$ cat src/rtl/mac_acc_pkg.sv
// Shared widths, FSM state type and operand helpers for the MAC product accumulator.
// MAC_ACC_SATURATE_EN adds the clamp-value helpers used by the saturating build.
package mac_acc_pkg;

   localparam int PROD_W  = 12;
   localparam int ACC_W   = 24;
   localparam int CNT_W   = 8;
   localparam int LANE_PW = PROD_W / 2;
   localparam int LANE_AW = ACC_W / 2;

   localparam logic [CNT_W-1:0] CNT_MAX = '1;
   localparam logic [CNT_W-1:0] CNT_ONE = {{(CNT_W-1){1'b0}}, 1'b1};

   typedef enum logic [1:0] {
      IDLE = 2'd0,
      ACC  = 2'd1,
      HOLD = 2'd2
   } state_e;

   function automatic logic [LANE_AW-1:0] ext_lane(input logic [LANE_PW-1:0] p,
                                                    input logic             sgn);
      return {{(LANE_AW-LANE_PW){sgn & p[LANE_PW-1]}}, p};
   endfunction

   // Half mode widens each lane on its own so lane1 never sees lane0's sign.
   function automatic logic [ACC_W-1:0] ext_prod(input logic [PROD_W-1:0] p,
                                                 input logic              half,
                                                 input logic              sgn);
      if (half) begin
         return {ext_lane(p[PROD_W-1:LANE_PW], sgn), ext_lane(p[LANE_PW-1:0], sgn)};
      end
      return {{(ACC_W-PROD_W){sgn & p[PROD_W-1]}}, p};
   endfunction

`ifdef MAC_ACC_SATURATE_EN
   function automatic logic [LANE_AW-1:0] clamp_lane(input logic sgn, input logic neg);
      if (!sgn) begin
         return '1;
      end
      return neg ? {1'b1, {(LANE_AW-1){1'b0}}} : {1'b0, {(LANE_AW-1){1'b1}}};
   endfunction

   function automatic logic [ACC_W-1:0] clamp_full(input logic sgn, input logic neg);
      if (!sgn) begin
         return '1;
      end
      return neg ? {1'b1, {(ACC_W-1){1'b0}}} : {1'b0, {(ACC_W-1){1'b1}}};
   endfunction
`endif

endpackage

$ cat src/rtl/mac_lane_acc.sv
// One ACC_W/2-bit accumulator lane adder with carry-in/carry-out for chaining.
// With MAC_ACC_SATURATE_EN it also flags overflow and can clamp its own result.
module mac_lane_acc
   import mac_acc_pkg::*;
(
   input  logic [LANE_AW-1:0] a_i,
   input  logic [LANE_AW-1:0] b_i,
   input  logic               cin_i,
`ifdef MAC_ACC_SATURATE_EN
   input  logic               sign_i,
   input  logic               clamp_en_i,
   output logic               ovf_o,
`endif
   output logic [LANE_AW-1:0] sum_o,
   output logic               cout_o
);

   logic [LANE_AW:0] raw;

   assign raw    = {1'b0, a_i} + {1'b0, b_i} + {{LANE_AW{1'b0}}, cin_i};
   assign cout_o = raw[LANE_AW];

`ifdef MAC_ACC_SATURATE_EN
   // Signed overflow only happens when both operands share a sign, so a_i's MSB picks the rail.
   assign ovf_o = sign_i ? ((a_i[LANE_AW-1] == b_i[LANE_AW-1]) &&
                            (raw[LANE_AW-1] != a_i[LANE_AW-1]))
                         : raw[LANE_AW];
   assign sum_o = (clamp_en_i && ovf_o) ? clamp_lane(sign_i, a_i[LANE_AW-1])
                                        : raw[LANE_AW-1:0];
`else
   assign sum_o = raw[LANE_AW-1:0];
`endif

endmodule

$ cat src/rtl/mac_product_accumulator.sv
// Accumulates groups of 6x6-multiplier products as one 24-bit sum or two 12-bit lane sums.
// MAC_ACC_SATURATE_EN selects clamping adds instead of modular wrap.
//
// state | meaning
// IDLE  | no group open; next accepted beat starts a group
// ACC   | group open; beats add into the running sum
// HOLD  | result offered on out_*; a beat taken with out_ready starts the next group
module mac_product_accumulator
   import mac_acc_pkg::*;
(
   input  logic              clk,
   input  logic              rstn,
   input  logic              in_valid,
   output logic              in_ready,
   input  logic [PROD_W-1:0] in_prod,
   input  logic              in_sign,
   input  logic              in_half,
   input  logic              in_last,
   output logic              out_valid,
   input  logic              out_ready,
   output logic [ACC_W-1:0]  out_acc,
   output logic              out_half,
   output logic [CNT_W-1:0]  out_count,
   output logic              out_err
);

   state_e             state_q;
   logic [ACC_W-1:0]   acc_q, acc_d;
   logic [CNT_W-1:0]   cnt_q, cnt_d;
   logic               half_q, sign_q, err_q, vld_q;

   logic               accept, first, mode_half, mode_sign, mismatch;
   logic [ACC_W-1:0]   base, addend, sum_raw;
   logic [LANE_AW-1:0] l0_sum, l1_sum;
   logic               l0_cout, l1_cin, l1_cout_unused;

   assign in_ready  = (state_q != HOLD) | out_ready;
   assign accept    = in_valid & in_ready;
   assign first     = (state_q != ACC);

   // Later beats are interpreted with the group's latched mode, never the beat's own flags.
   assign mode_half = first ? in_half : half_q;
   assign mode_sign = first ? in_sign : sign_q;
   assign mismatch  = !first & ((in_half != half_q) | (in_sign != sign_q));

   assign base      = first ? '0 : acc_q;
   assign addend    = ext_prod(in_prod, mode_half, mode_sign);
   assign l1_cin    = mode_half ? 1'b0 : l0_cout;
   assign sum_raw   = {l1_sum, l0_sum};

   assign cnt_d     = first ? CNT_ONE : ((cnt_q == CNT_MAX) ? cnt_q : cnt_q + CNT_ONE);

`ifdef MAC_ACC_SATURATE_EN
   logic [1:0] sat_q, sat_d, hold_lane;
   logic       l0_ovf, l1_ovf;
`endif

   mac_lane_acc u_lane0 (
      .a_i        (base[LANE_AW-1:0]),
      .b_i        (addend[LANE_AW-1:0]),
      .cin_i      (1'b0),
`ifdef MAC_ACC_SATURATE_EN
      .sign_i     (mode_sign),
      .clamp_en_i (mode_half),
      .ovf_o      (l0_ovf),
`endif
      .sum_o      (l0_sum),
      .cout_o     (l0_cout)
   );

   mac_lane_acc u_lane1 (
      .a_i        (base[ACC_W-1:LANE_AW]),
      .b_i        (addend[ACC_W-1:LANE_AW]),
      .cin_i      (l1_cin),
`ifdef MAC_ACC_SATURATE_EN
      .sign_i     (mode_sign),
      .clamp_en_i (mode_half),
      .ovf_o      (l1_ovf),
`endif
      .sum_o      (l1_sum),
      .cout_o     (l1_cout_unused)
   );

`ifdef MAC_ACC_SATURATE_EN
   // Once a lane (or the full word, tracked in bit 0) clamps, it holds for the rest of the group.
   assign hold_lane = first ? 2'b00 : sat_q;

   always_comb begin
      acc_d = sum_raw;
      sat_d = hold_lane;
      if (mode_half) begin
         if (hold_lane[0]) begin
            acc_d[LANE_AW-1:0] = acc_q[LANE_AW-1:0];
         end else begin
            sat_d[0] = l0_ovf;
         end
         if (hold_lane[1]) begin
            acc_d[ACC_W-1:LANE_AW] = acc_q[ACC_W-1:LANE_AW];
         end else begin
            sat_d[1] = l1_ovf;
         end
      end else begin
         if (hold_lane[0]) begin
            acc_d = acc_q;
         end else if (l1_ovf) begin
            acc_d    = clamp_full(mode_sign, base[ACC_W-1]);
            sat_d[0] = 1'b1;
         end
      end
   end
`else
   assign acc_d = sum_raw;
`endif

   always_ff @(posedge clk or negedge rstn) begin
      if (!rstn) begin
         state_q <= IDLE;
         acc_q   <= '0;
         cnt_q   <= '0;
         half_q  <= 1'b0;
         sign_q  <= 1'b0;
         err_q   <= 1'b0;
         vld_q   <= 1'b0;
`ifdef MAC_ACC_SATURATE_EN
         sat_q   <= 2'b00;
`endif
      end else if (accept) begin
         acc_q <= acc_d;
         cnt_q <= cnt_d;
`ifdef MAC_ACC_SATURATE_EN
         sat_q <= sat_d;
`endif
         if (first) begin
            half_q <= in_half;
            sign_q <= in_sign;
         end else if (mismatch) begin
            err_q <= 1'b1;
         end
         state_q <= in_last ? HOLD : ACC;
         vld_q   <= in_last;
      end else if ((state_q == HOLD) && out_ready) begin
         state_q <= IDLE;
         vld_q   <= 1'b0;
      end
   end

   assign out_valid = vld_q;
   assign out_acc   = acc_q;
   assign out_half  = half_q;
   assign out_count = cnt_q;
   assign out_err   = err_q;

endmodule

$ cat config.mk
export PLATFORM = sky130hd
export DESIGN_NAME = mac_product_accumulator
export DESIGN_NICKNAME = d
export VERILOG_FILES = /design/src/rtl/mac_acc_pkg.sv /design/src/rtl/mac_lane_acc.sv /design/src/rtl/mac_product_accumulator.sv
export SDC_FILE = /design/constraint.sdc
export NUM_CORES = 1
export LEC_CHECK = 0
export CAP_MARGIN = 5
export CORE_MARGIN = 2
export CORE_UTILIZATION = 38
export DETAILED_ROUTE_END_ITERATION = 12
export PLACE_DENSITY_LB_ADDON = 0.25
export SYNTH_ARGS = -nofsm -noshare
export SYNTH_HDL_FRONTEND = slang
export SYNTH_SLANG_ARGS = --single-unit
$ cat constraint.sdc
create_clock -name clk -period 6.5 [get_ports clk]
set_input_delay 1.3 -clock clk [delete_from_list [all_inputs] [get_ports clk]]
set_output_delay 1.3 -clock clk [all_outputs]
set_load 0.01 [all_outputs]
==> summary.txt <==
Run status
  • Status: finished clean

Setup path
  • Worst path bufs/invs: 2
  • Cell Chain, Critical Path: clkdlybuf4s50_1 > mux2i_1 > a21oi_1 > nor2_1 > ha_1 > nor2b_1 > a21o_1 > a211oi_1 > o31ai_1 > fa_1 > inv_1 > fa_1 > nor2b_1 > o21ai_1 > a21boi_0 > o21a_1 > or4b_1 > nand3_1
  • Startpoint types: input port
  • CP top delay family: compound AO/OA/AOI/OAI gates
  • Required @ worst endpoint: 6.73 ns
  • Critical path's slowest cell: clkdlybuf4s50_1
  • Worst setup EP type: flop
  • Worst path arrival time: 5.50 ns
  • Setup CP Type: in2reg
  • Crit-path max cell delay: 0.53 ns
  • CP max FO: 6

Power and ir drop
  • Overall Power: 964 uW
  • Lkg Pwr: 0.00164 uW
  • Seq pwr share: between 30% and 40%
  • Worst IR Drop VDD: 0.106 mV
  • Clock power frac: about 16%
  • Switching share of power: 38.5%
  • Net switching power: 371 uW
  • Cell area power density: 263 nW/um^2
  • Pint: 593 uW
  • Share of total power in combinational logic: 48.5%

Clock network
  • # Post-CTS Setup Buffers: 0
  • CTS tree: yes
  • PostCTS Resize Cnt: 0
  • Clock Sinks: 37
  • Clk Latency, worst-skew pair: 0.29 ns
  • CTS root buffer: clkbuf_8
  • CTS buffer count: 5
  • Clk buf depth: 2
  • Hold-fix buffers at CTS: 0
  • H-tree depth: 2
  • Worst-path clk slew: around 0.080 ns

GRT
  • Via count of the first global-routing pass: 2685
  • First-pass GRT wire length: between 10000 and 15000 um
  • Total congestion overflow: 0
  • Pin count of the biggest net entering global routing: 55
  • Initial antenna violation count: 0
  • GR Util All Layers: a little under a fifth

STA
  • Final Skew: 0.00638 ns
  • Max-slew violations: 0
  • Actual slew at the worst max-slew pin: 0.875 ns
  • Final cycle utilization of the critical path: 81.0%
  • Slew margin rel.: 41.7%
  • Final Hold Fails: 0
  • RSZ-0062 raised after global routing: false
  • Fin crit period: 5.27 ns
  • Sum of negative setup slack: 0 ns
  • Setup violators final: 0
  • Max Clk Rate: 0.190 GHz

Die
  • Core Area: around 7600 sq um
  • Die ar.: 8550 sq um
  • Initial Util: 38.9%
  • Ports: 55
  • Cell row count: 32
  • Die H: 92.5 um
  • Die width: 92.5 um

Yosys
  • Post-Synthesis Net Count: 412
  • Post-synthesis sequential area ratio: 31.1%
  • Ys flop type: dfrtp_1
  • Asr flop ratio synth: 100%
  • Syn_area_per_cell: 8.10 sq um
  • EDFF count, synth: 0
  • Mapped cell area: 2970 sq um
  • Syn Inst Count: 367
  • Yosys reg bits: 37
  • Syn. warnings: 0
  • Synth unique cells: 55

Layout
  • Syn-to-layout area delta: 23.1%
  • Share of cells above drive strength 1: 4.58%
  • Final-stage net count: 461
  • Antenna cells: 0
  • Filler Cells Inserted: 735
  • Final Util: between 40% and 50%

Routing
  • # DRC: 0
  • Antenna-violating nets left: 0
  • Wire per inst: 14.3 um
  • Drt total wl: 7410 um
  • Initial DRC Count: ~110
  • Vias after detailed routing: 2773
  • TritonRoute pass-1 iters: 4
  • Drt via density: 5.36

Placed design
  • DP HPWL: between 5000 and 6000 um
  • GP Congestion: a little over 0.9
  • IO buf count: 54

Worst hold path
  • Hold/Removal Path Class: reg2reg

Job
  • Max-Cap Viols: 0
stage by stage:
| stage | setup WS (ns) | area [sq um] | hold WS [ns] | instances |
|---|---|---|---|---|
| after detailed placement | 0.957 | 3590 | 0.478 | 511 |
| after global placement | 1.08 | 3590 | 0.475 | 511 |
| after floorplan | 1.79 | 2970 | 0.512 | 367 |
| after CTS | 1.25 | 3660 | 0.495 | 517 |
| after global routing | 0.940 | 3660 | 0.526 | 517 |
| final | 1.23 | 3660 | 0.490 | 517 |
worst register-to-register path, stage by stage, from the launching register on:
cell and delay (ns):
dfrtp_1 0.43, nor2b_2 0.59, mux2i_1 0.30, inv_1 0.06
a21oi_1 0.39, nor2_1 0.11, ha_1 0.35, nor2b_1 0.15
a21o_1 0.20, a211oi_1 0.25, o31ai_1 0.11, fa_1 0.42
inv_1 0.10, fa_1 0.21, nor2b_1 0.06, o21ai_1 0.14
a21boi_0 0.15, o21a_1 0.24, or4b_1 0.50, nand3_1 0.08
power by group through the flow:
stage | registers [uW] | clock network (uW) | logic [uW]
2_1_floorplan | 361 | 0 | 252
3_3_place_gp | 343 | 0 | 461
3_5_place_dp | 345 | 0 | 467
4_1_cts | 341 | 160 | 471
5_1_grt | 351 | 172 | 521
6_report | 340 | 156 | 468
layout make-up:
| cell class | instances | area [sq um] | share of cell area [%] |
|---|---|---|---|
| multi-input cells | 304 | 1940 | 52.9 |
| flip-flops and latches | 37 | 926 | 25.3 |
| repair buffers | 56 | 551 | 15.0 |
| well taps | 102 | 128 | 3.49 |
| clock buffers | 5 | 68.8 | 1.88 |
| inverters | 12 | 45.0 | 1.23 |
| clock inverters | 1 | 5.00 | 0.137 |
placed cells by master, fill, tap and decap left out, types with 3 or more instances in the layout:
master | Yosys | layout
nor3_1 | 5 | 5
o21a_1 | 3 | 3
o211ai_1 | 4 | 4
nand3_1 | 11 | 11
a21o_1 | 7 | 7
a211oi_1 | 3 | 3
fa_1 | 3 | 3
clkbuf_8 | 0 | 5
o31ai_1 | 3 | 3
ha_1 | 23 | 23
nand2_1 | 65 | 65
nor2_1 | 30 | 30
inv_1 | 12 | 12
nand2b_1 | 3 | 3
o21bai_1 | 4 | 4
o21ai_0 | 30 | 30
mux2i_1 | 3 | 3
xnor2_1 | 10 | 10
nor4_1 | 5 | 5
clkdlybuf4s50_1 | 0 | 53
and2_1 | 23 | 23
a21oi_1 | 16 | 16
and3_1 | 5 | 5
xor2_1 | 7 | 7
nand4_1 | 5 | 5
dfrtp_1 | 37 | 37
kinds of logic after synthesis:
group	after synthesis	synth area share, %
multiplexers	4	1.39
adder cells (fa/ha/maj)	26	11.7
AND/OR/NAND/NOR	167	27.4
XOR/XNOR	17	5.01
flip-flops	37	31.1
buffers and inverters	26	3.75
AO/OA/AOI/OAI	90	19.6
state kept, by name, indices dropped and copies added, names as in the netlist:
signal     count
out_half       1
out_acc       24
out_count      8
state_q        2
sign_q         1
out_err        1
Yosys cell counts, types with 3 or more instances:
library cell	number	share of area [%]
clkbuf_1	8	1.0
a21oi_1	16	2.7
a211oi_1	3	0.76
nand2_1	65	8.2
nor2_1	30	3.8
nor4_1	5	1.1
a21o_1	7	1.8
nand4_1	5	1.1
xnor2_1	10	2.9
fa_1	3	2.0
o211ai_1	4	1.0
nand3_1	11	1.9
o21a_1	3	0.76
dfrtp_1	37	31
o21bai_1	4	1.0
ha_1	23	9.7
buf_2	5	0.84
inv_1	12	1.5
o21ai_0	30	5.1
nand2b_1	3	0.63
and2_1	23	4.8
nor2b_1	3	0.63
o31ai_1	3	0.76
xor2_1	7	2.1
and3_1	5	1.1
nor3_1	5	0.84
mux2i_1	3	1.0
per-layer routing:
layer | up-vias | part of all wire [%] | track usage [%]
met5 | - | 0 | 0
met1 | 1315 | 49 | 25.9
met4 | 0 | 1.1 | 3.98
met2 | 59 | 46 | 29.0
li1 | 1391 | - | -
met3 | 8 | 4.1 | 3.42
path summary, 6_finish.rpt:
path                       startpoint            to  slack [ns]  depth (start not counted)
max                           in_half   out_acc[22]        1.23                         18
min                           out_err       out_err        0.49                          1
max reg2reg                state_q[0]   out_acc[22]        1.62                         19
min reg2reg                   out_err       out_err        0.49                          1
max in group asynchronous        rstn   out_acc[13]        4.82                          1
min in group asynchronous        rstn  out_count[5]        1.12                          1
Power figures use the tool's default switching activity.
